===== src/rtl/recarga_quiosque.sv =====
// rtl/recarga_quiosque.sv - coin-fed two-card recharge kiosk with shadow card balances
module recarga_quiosque (
  input  logic       clk_2,
  input  logic       reset,
  input  logic       moeda,
  input  logic       sel,
  input  logic       confirma,
  input  logic       cancela,
  input  logic       debita1,
  input  logic       debita2,
  output logic [1:0] carrega1,
  output logic [1:0] carrega2,
  output logic [2:0] credito,
  output logic [2:0] troco,
  output logic       rejeita,
  output logic       ocupado
);

  localparam logic [1:0] OCIOSO  = 2'd0;
  localparam logic [1:0] ACUMULA = 2'd1;
  localparam logic [1:0] ENTREGA = 2'd2;
  localparam logic [1:0] DEVOLVE = 2'd3;

  logic [1:0] state, state_n;
  logic       moeda_q;
  logic       sel_q, sel_n;
  logic [2:0] saldo1, saldo2, saldo1_n, saldo2_n;
  logic [2:0] credito_n, troco_n;
  logic [1:0] carrega1_n, carrega2_n;
  logic       rejeita_n, ocupado_n;

  logic       coin;
  logic [2:0] cap1, cap2;
  logic [1:0] ent1, ent2;
  logic [2:0] sobra;
  logic [1:0] load1, load2;
  logic [2:0] sum1, sum2;
  logic       dec1, dec2;

  // Coin event and how much each card can still absorb right now
  always_comb begin
    coin = moeda & ~moeda_q;
    cap1 = 3'd5 - saldo1;
    cap2 = 3'd5 - saldo2;
    ent1 = (credito < cap1) ? credito[1:0] : cap1[1:0];
    ent2 = (credito < cap2) ? credito[1:0] : cap2[1:0];
    sobra = credito - (sel_q ? {1'b0, carrega2} : {1'b0, carrega1});
  end

  // Next-state and next-output logic; the load amount is fixed on entry to ENTREGA
  always_comb begin
    state_n    = state;
    credito_n  = credito;
    sel_n      = sel_q;
    carrega1_n = 2'd0;
    carrega2_n = 2'd0;
    troco_n    = 3'd0;
    rejeita_n  = 1'b0;
    case (state)
      OCIOSO: begin
        credito_n = 3'd0;
        if (coin) begin
          credito_n = 3'd1;
          state_n   = ACUMULA;
        end
      end
      ACUMULA: begin
        if (cancela) begin
          troco_n   = credito;
          credito_n = 3'd0;
          rejeita_n = coin;
          state_n   = DEVOLVE;
        end else if (confirma) begin
          sel_n     = sel;
          rejeita_n = coin;
          if (sel) carrega2_n = ent2;
          else     carrega1_n = ent1;
          state_n   = ENTREGA;
        end else if (coin) begin
          if (credito < 3'd3) credito_n = credito + 3'd1;
          else                rejeita_n = 1'b1;
        end
      end
      ENTREGA: begin
        rejeita_n = coin;
        credito_n = 3'd0;
        if (sobra != 3'd0) begin
          troco_n = sobra;
          state_n = DEVOLVE;
        end else begin
          state_n = OCIOSO;
        end
      end
      default: begin
        rejeita_n = coin;
        credito_n = 3'd0;
        state_n   = OCIOSO;
      end
    endcase
    ocupado_n = (state_n == ENTREGA) || (state_n == DEVOLVE);
  end

  // Shadow balances: the load lands as ENTREGA ends, merged with any debit that cycle
  always_comb begin
    load1    = (state == ENTREGA && !sel_q) ? carrega1 : 2'd0;
    load2    = (state == ENTREGA &&  sel_q) ? carrega2 : 2'd0;
    sum1     = saldo1 + {1'b0, load1};
    sum2     = saldo2 + {1'b0, load2};
    dec1     = debita1 & ~debita2 & (sum1 != 3'd0);
    dec2     = debita2 & ~debita1 & (sum2 != 3'd0);
    saldo1_n = sum1 - {2'b00, dec1};
    saldo2_n = sum2 - {2'b00, dec2};
  end

  // State and registered outputs
  always_ff @(posedge clk_2 or posedge reset) begin
    if (reset) begin
      state    <= OCIOSO;
      moeda_q  <= 1'b0;
      sel_q    <= 1'b0;
      saldo1   <= 3'd0;
      saldo2   <= 3'd0;
      credito  <= 3'd0;
      carrega1 <= 2'd0;
      carrega2 <= 2'd0;
      troco    <= 3'd0;
      rejeita  <= 1'b0;
      ocupado  <= 1'b0;
    end else begin
      state    <= state_n;
      moeda_q  <= moeda;
      sel_q    <= sel_n;
      saldo1   <= saldo1_n;
      saldo2   <= saldo2_n;
      credito  <= credito_n;
      carrega1 <= carrega1_n;
      carrega2 <= carrega2_n;
      troco    <= troco_n;
      rejeita  <= rejeita_n;
      ocupado  <= ocupado_n;
    end
  end

endmodule


===== config.mk =====
export PLATFORM = sky130hd
export DESIGN_NAME = recarga_quiosque
export DESIGN_NICKNAME = d
export VERILOG_FILES = /design/src/rtl/recarga_quiosque.sv
export SDC_FILE = /design/constraint.sdc
export NUM_CORES = 1
export LEC_CHECK = 0
export ABC_AREA = 1
export CAP_MARGIN = 5
export CELL_PAD_IN_SITES_DETAIL_PLACEMENT = 0
export CELL_PAD_IN_SITES_GLOBAL_PLACEMENT = 1
export CORE_UTILIZATION = 36
export DETAILED_ROUTE_END_ITERATION = 10
export DONT_BUFFER_PORTS = 1
export PLACE_DENSITY_LB_ADDON = 0.25
export SLEW_MARGIN = 10
export SYNTH_ARGS = -nofsm -noshare
export SYNTH_HDL_FRONTEND = slang
export SYNTH_SLANG_ARGS = --single-unit

===== constraint.sdc =====
create_clock -name clk_2 -period 5.1 [get_ports clk_2]
set_input_delay 1.02 -clock clk_2 [delete_from_list [all_inputs] [get_ports clk_2]]
set_output_delay 1.02 -clock clk_2 [all_outputs]
set_load 0.02 [all_outputs]

==> reports/results.ini, run 1 <==
[run_status]
status = complete, no violations

[route]
drt_wl_total_um = 2800
dr.pass1.iters = 4
vias_per_cell = 4.67
vias = 1050
wl_per_cell_um = 12.4
post-route-drc-count = 0
drtIter0Drc = 44
antenna_left = 0

[power_and_ir_drop]
internal_power_mw = 0.383
p_comb_share_pct = 43.3
leakage_nw = 0.828
peakVddDrop_v = 0.000216
clkPwrFrac_pct = 16.1
seqPwrFrac_pct = 40.6
power_switching_mw = 0.310
fin_total_pwr_mw = 0.693
p_per_area_nw_per_um2 = 462
swShare_pct = 44.7

[layout]
nets = 205
fill_cells = 400
drive_above_1_share_pct = 5.65
syn2layout_area_growth_pct = 7.53
post-route-cell-area_um2 = 1500
stdcell_count = 225
antenna_cells = 0
final_util_pct = 40.7

[timing]
tightest_slew_ps = 815
fin_skew_ps = 3.52
hold_viol = 0
slew_headroom_pct = 45.6
min_period_ps = 2610
final-setup-viol-count = 0
finalSetupTns_ps = 0
fin_ws_ps = 2490
post-route-period-util_pct = 51.2
fmax_mhz = 383
rsz0062_at_grt = no
fin_hold_ws_ps = 547
maxSlewViolCount = 0

[die]
die_y_um = 64.3
fp.dieW_um = 64.3
rows = 22
coreArea_um2 = 3690
die_area_um2 = 4130
start_util_pct = 37.8
pin_count = 20

[global_routing]
grt_pass1_wl_um = 4870
grt_use_total_pct = 15.6
grt_antenna_before_repair = 0
grt_pass1_vias = 1049
grt_max_degree = 22
grt.overflow.total = 0

[yosys]
syn_avg_cell_area_um2 = 8.06
yosys.area.top_type = dfrtp_1
synthCells = 173
ys.warnings.count = 0
synth-seq-cells = 21
synth.top_cell.area_share_pct = 37.7
ys_seq_area_share_pct = 37.7
syn_area_um2 = 1400
ys_types = 23
yosys-top-cells-area = dfrtp_1 (38%), ha_1 (14%), inv_1 (9.4%)
syn_nets = 200

[setup_path]
cp.arrival_ps = 2760
worstPathRequired_ps = 5240
slowest_delay_ps = 490
path_max_fanout = 6
crit_chain = ha_1, inv_1, nor2_1, ha_1, fa_1, inv_1, nand2_1, o21ai_0, inv_1, ha_1, ha_1, xor2_1
start_kind = flip-flop
cpMostUsedCell = ha_1
path_delay_family = adder cells
cp_slowest_cell = dfrtp_1
critPathKind = reg -> reg
endpoint_kind = flip-flop
critical_path_buf_inv_count = 3

[cts]
clk_latency_ps = 260
numCtsBuffers = 3
cts_resized = 0
cts_root_buffer = clkbuf_8
clk_path_buf_depth = 2
post_cts_buffers = 0
ctsHtreeMaxLevel = 1
hold_buffers = 0
clock-sinks = 21
cts_tree = done
clk_pin_slew_worst_paths_ps = 80

[placed_design]
place.gp.congestion = 0.777
dp_cells = 221
dpl_cell_area_um2 = 1460
io_buffers = 0
place_ws_ps = 2480
post-dp-hpwl_um = 2270

[job]
drv_cap = 0

[min_path]
hp-class = reg -> reg

[worst reg2reg max path: cells and delay by family, from the launching register on]
| family | cells | cell delay, ps |
|---|---|---|
| adder cells (fa/ha/maj) | 5 | 1270 |
| flip-flops | 1 | 490 |
| buffers and inverters | 3 | 300 |
| XOR/XNOR | 1 | 160 |
| AO/OA/AOI/OAI | 1 | 150 |
| AND/OR/NAND/NOR | 2 | 130 |
[area by class of cell]
class / count / area, µm² / share of cell area [%]
multi-input combinational: 115 / 731 / 48.7
sequential: 21 / 526 / 35.0
tap: 48 / 60.1 / 4.00
clock buffer: 4 / 45.0 / 3.00
inverter: 37 / 139 / 9.26
[layer usage]
| metal | vias up | part of all wire (%) | track usage (%) |
|---|---|---|---|
| li1 | 543 | - | - |
| met1 | 483 | 47 | 20.0 |
| met2 | 22 | 46 | 25.3 |
| met3 | 2 | 5.6 | 5.71 |
| met4 | 0 | 0.64 | 2.50 |
| met5 | - | 0 | 0 |
[power by group through the flow]
stage / combinational, mW / clock (mW) / sequential, mW
2_1_floorplan: 0.245 / 0 / 0.268
3_3_place_gp: 0.291 / 0 / 0.284
3_5_place_dp: 0.302 / 0 / 0.285
4_1_cts: 0.306 / 0.115 / 0.283
5_1_grt: 0.360 / 0.121 / 0.290
6_report: 0.300 / 0.111 / 0.282
[final timing paths]
check                         from  slack (ps)  depth (start not counted)           to
min reg2reg                moeda_q         550                          3      rejeita
max in group asynchronous    reset        3790                          1    saldo1[2]
max reg2reg                ocupado        2490                         12    saldo2[2]
min                        moeda_q         550                          3      rejeita
max                        ocupado        2490                         12    saldo2[2]
min in group asynchronous    reset         800                          1  carrega1[0]
[registers in the layout, indices dropped and copies added, names as in the netlist]
name      flops
troco         3
state         1
rejeita       1
carrega2      2
ocupado       1
moeda_q       1
credito       3
saldo2        3
carrega1      2
saldo1        3
sel_q         1
[logic make-up (layout without fill, tap and decap cells)]
kind of cell	Yosys count	count (layout)	share of synthesized area [%]
adder cells (fa/ha/maj)	19	19	18.7
AND/OR/NAND/NOR	68	68	21.3
buffers and inverters	37	41	9.96
XOR/XNOR	6	6	3.77
AO/OA/AOI/OAI	22	22	8.61
flip-flops	21	21	37.7
[synthesized netlist by cell type, drive strengths merged]
cell    instances
o22ai           2
xnor2           1
o21ai           8
nand4           1
a31oi           1
fa              3
nor3            1
a21oi          10
xor2            5
nand3           8
nand2          29
nand3b          1
inv            37
dfrtp          21
nor2           28
ha             16
o21a            1
[layout by cell type (no fill, tap or decap), drive strengths merged]
master	Yosys	routed
inv	37	37
nor2	28	28
clkbuf	0	4
ha	16	16
nand3b	1	1
a21oi	10	10
nand2	29	29
xor2	5	5
a31oi	1	1
o21ai	8	8
nor3	1	1
o22ai	2	2
fa	3	3
nand4	1	1
xnor2	1	1
nand3	8	8
dfrtp	21	21
o21a	1	1
(Power assumes the default switching activity.)
==> run 2, diff against run 1 <==
clock period = 2.4 ns   (was 5.1 ns; I/O delays follow)
==> run 2 against run 1 <==
Worst hold slack worse by 300 ps. Cell area up 9.8%. Critical path depth up 1. Sequential share of layout area down 3.0 points. Count of clock-buffer cells in the layout unchanged. Cell count up 4.9%. Critical path type unchanged. Largest power group unchanged. Highest routed layer unchanged.
==> reports/results.ini, run 2 (synthesis results as in run 1) <==
[route]
vias_per_cell = 4.56  ; was 4.67
dr.pass1.iters = 4  ; unchanged
wl_per_cell_um = 11.6  ; was 12.4 µm
drt_wl_total_um = 2740  ; was 2800 µm
post-route-drc-count = 0  ; unchanged
antenna_left = 0  ; unchanged
vias = 1076  ; was 1050
drtIter0Drc = 11  ; was 44

[timing]
fmax_mhz = 443  ; was 383 MHz
min_period_ps = 2260  ; was 2610 ps
maxSlewViolCount = 0  ; unchanged
fin_skew_ps = 2.71  ; was 3.52 ps
finalSetupTns_ps = 0  ; unchanged
tightest_slew_ps = 818  ; was 815 ps
hold_viol = 0  ; unchanged
final-setup-viol-count = 0  ; unchanged
post-route-period-util_pct = 94.0  ; was 51.2%
slew_headroom_pct = 45.4  ; was 45.6%
rsz0062_at_grt = no  ; unchanged

[placed_design]
io_buffers = 0  ; unchanged
post-dp-hpwl_um = 2220  ; was 2270 µm
place.gp.congestion = 0.785  ; was 0.777

[cts]
clock-sinks = 21  ; unchanged
clk_latency_ps = 260  ; about the same
cts_root_buffer = clkbuf_8  ; unchanged
numCtsBuffers = 3  ; unchanged
clk_path_buf_depth = 2  ; unchanged
hold_buffers = 0  ; unchanged
cts_tree = done  ; unchanged
clk_pin_slew_worst_paths_ps = 80  ; about the same
ctsHtreeMaxLevel = 1  ; unchanged

[setup_path]
rr_worst_depth = 13  ; was 12
slowest_delay_ps = 420  ; was 490 ps
start_kind = flip-flop  ; unchanged
cp.arrival_ps = 2400  ; was 2760 ps
path_max_fanout = 4  ; was 6
crit_chain = inv_2, ha_4, inv_4, nor2_4, ha_4, fa_2, inv_2, nand2_1, o21ai_1, inv_1, ha_1, ha_1, xor2_1  ; was ha_1, inv_1, nor2_1, ha_1, fa_1, inv_1, nand2_1, o21ai_0, inv_1, ha_1, ha_1, xor2_1
worst-r2r-setup-slack_ps = 140  ; was 2490 ps
cp_slowest_cell = fa_2  ; was dfrtp_1
crit_path_end = saldo2[2]  ; unchanged
worstReg2RegEnd = saldo2[2]  ; unchanged
worstPathRequired_ps = 2540  ; was 5240 ps
startpoint = state[0]  ; was ocupado
r2r_start = state[0]  ; was ocupado
critPathKind = reg -> reg  ; unchanged
endpoint_kind = flip-flop  ; unchanged

[run_status]
status = complete, no violations  ; unchanged

[die]
pin_count = 20  ; unchanged
die_y_um = 64.3  ; unchanged
fp.dieW_um = 64.3  ; unchanged
start_util_pct = 37.8  ; unchanged
rows = 22  ; unchanged
die_area_um2 = 4130  ; unchanged
coreArea_um2 = 3690  ; unchanged

[global_routing]
grt_pass1_wl_um = 4760  ; was 4870 µm
grt_pass1_vias = 1086  ; was 1049
grt_antenna_before_repair = 0  ; unchanged
grt_use_total_pct = 15.2  ; was 15.6%
grt_max_degree = 22  ; unchanged
grt.overflow.total = 0  ; unchanged

[power_and_ir_drop]
p_comb_share_pct = 50.1  ; was 43.3%
swShare_pct = 43.5  ; was 44.7%
leakage_nw = 0.881  ; was 0.828 nW
clkPwrFrac_pct = 14.6  ; was 16.1%
p_per_area_nw_per_um2 = 966  ; was 462 nW/µm²
power_switching_mw = 0.692  ; was 0.310 mW
internal_power_mw = 0.898  ; was 0.383 mW
fin_total_pwr_mw = 1.59  ; was 0.693 mW
peakVddDrop_v = 0.000335  ; was 0.000216 V
seqPwrFrac_pct = 35.3  ; was 40.6%

[layout]
drive_above_1_share_pct = 18.1  ; was 5.65%
final_common_cell = inv_1  ; unchanged
fill_cells = 384  ; was 400
antenna_cells = 0  ; unchanged
syn2layout_area_growth_pct = 18.0  ; was 7.53%
nets = 216  ; was 205
layout_common_cells = inv_1 (32), nand2_1 (28), nor2_1 (23)  ; was inv_1 (35), nand2_1 (28), nor2_1 (25)

[job]
drv_cap = 0  ; unchanged

[min_path]
min_path_cells = 0  ; was 3
hp-class = in -> reg  ; was reg -> reg

==> run 2: changes by cell type in the layout (fill, tap and decap cells not counted), sizes merged <==
cell,change
buf,+11
==> run 2: worst min path at each step <==
stage / from / end / slack (ps)
after floorplan: reset / carrega1[0] / 460
after global placement: moeda / moeda_q / 510
after detailed placement: moeda / moeda_q / 510
after CTS: moeda / moeda_q / 230
after global routing: moeda / moeda_q / 220
final: moeda / moeda_q / 240
==> run 2: repair_timing <==
item                                    in CTS  in global routing
resized for setup                            0                 16
setup buffers                                0                  1
endpoints found under the setup margin       0                  4
endpoints found under the hold margin        0                  0
==> run 2: stage by stage <==
| step | area [µm²] | util, % | setup slack [ps] | cells | hold slack [ps] |
|---|---|---|---|---|---|
| after floorplan | 1400 | - | 29.3 | 173 | 456 |
| after global placement | 1530 | 41.5 | 28.9 | 231 | 512 |
| after detailed placement | 1530 | 41.5 | 32.2 | 231 | 512 |
| after CTS | 1580 | 42.7 | 0.0711 | 235 | 232 |
| after global routing | 1650 | 44.6 | 1.98 | 236 | 225 |
| final | 1650 | 44.6 | 143 | 236 | 245 |
==> run 2: layer usage <==
layer | global-route usage [%] | part of all wire, %
met1 | 20.6 | 52
met2 | 23.3 | 44
met3 | 3.21 | 2.7
met4 | 6.11 | 1.5
met5 | 0 | 0
==> run 2: layout make-up <==
| class | count | area [µm²] | area share, % |
|---|---|---|---|
| clock buffers | 4 | 45.0 | 2.74 |
| well taps | 48 | 60.1 | 3.65 |
| multi-input cells | 115 | 791 | 48.0 |
| repair buffers | 11 | 82.6 | 5.02 |
| inverters | 37 | 141 | 8.59 |
| flip-flops and latches | 21 | 527 | 32.0 |
==> run 2: power groups by stage <==
| stage | clock [mW] | sequential [mW] | combinational [mW] |
|---|---|---|---|
| after global placement | 0 | 0.553 | 0.742 |
| after CTS | 0.246 | 0.546 | 0.765 |
| after detailed placement | 0 | 0.553 | 0.753 |
| after global routing | 0.262 | 0.571 | 0.939 |
| final | 0.232 | 0.561 | 0.798 |
| after floorplan | 0 | 0.571 | 0.522 |
==> run 2: critical path: cells and delay by family, from the launching register on <==
family | cells | cell delay (ps)
xor+xnor | 1 | 160
simple gates | 2 | 170
buf+inv | 4 | 250
compound gates | 1 | 100
fa+ha+maj | 5 | 1060
flops | 1 | 390
==> run 3, diff against run 2 <==
SKIP_CTS_REPAIR_TIMING = 1   (was default)
==> results of run 3 <==
Final layout, timing and power as in run 2 (identical DEF).
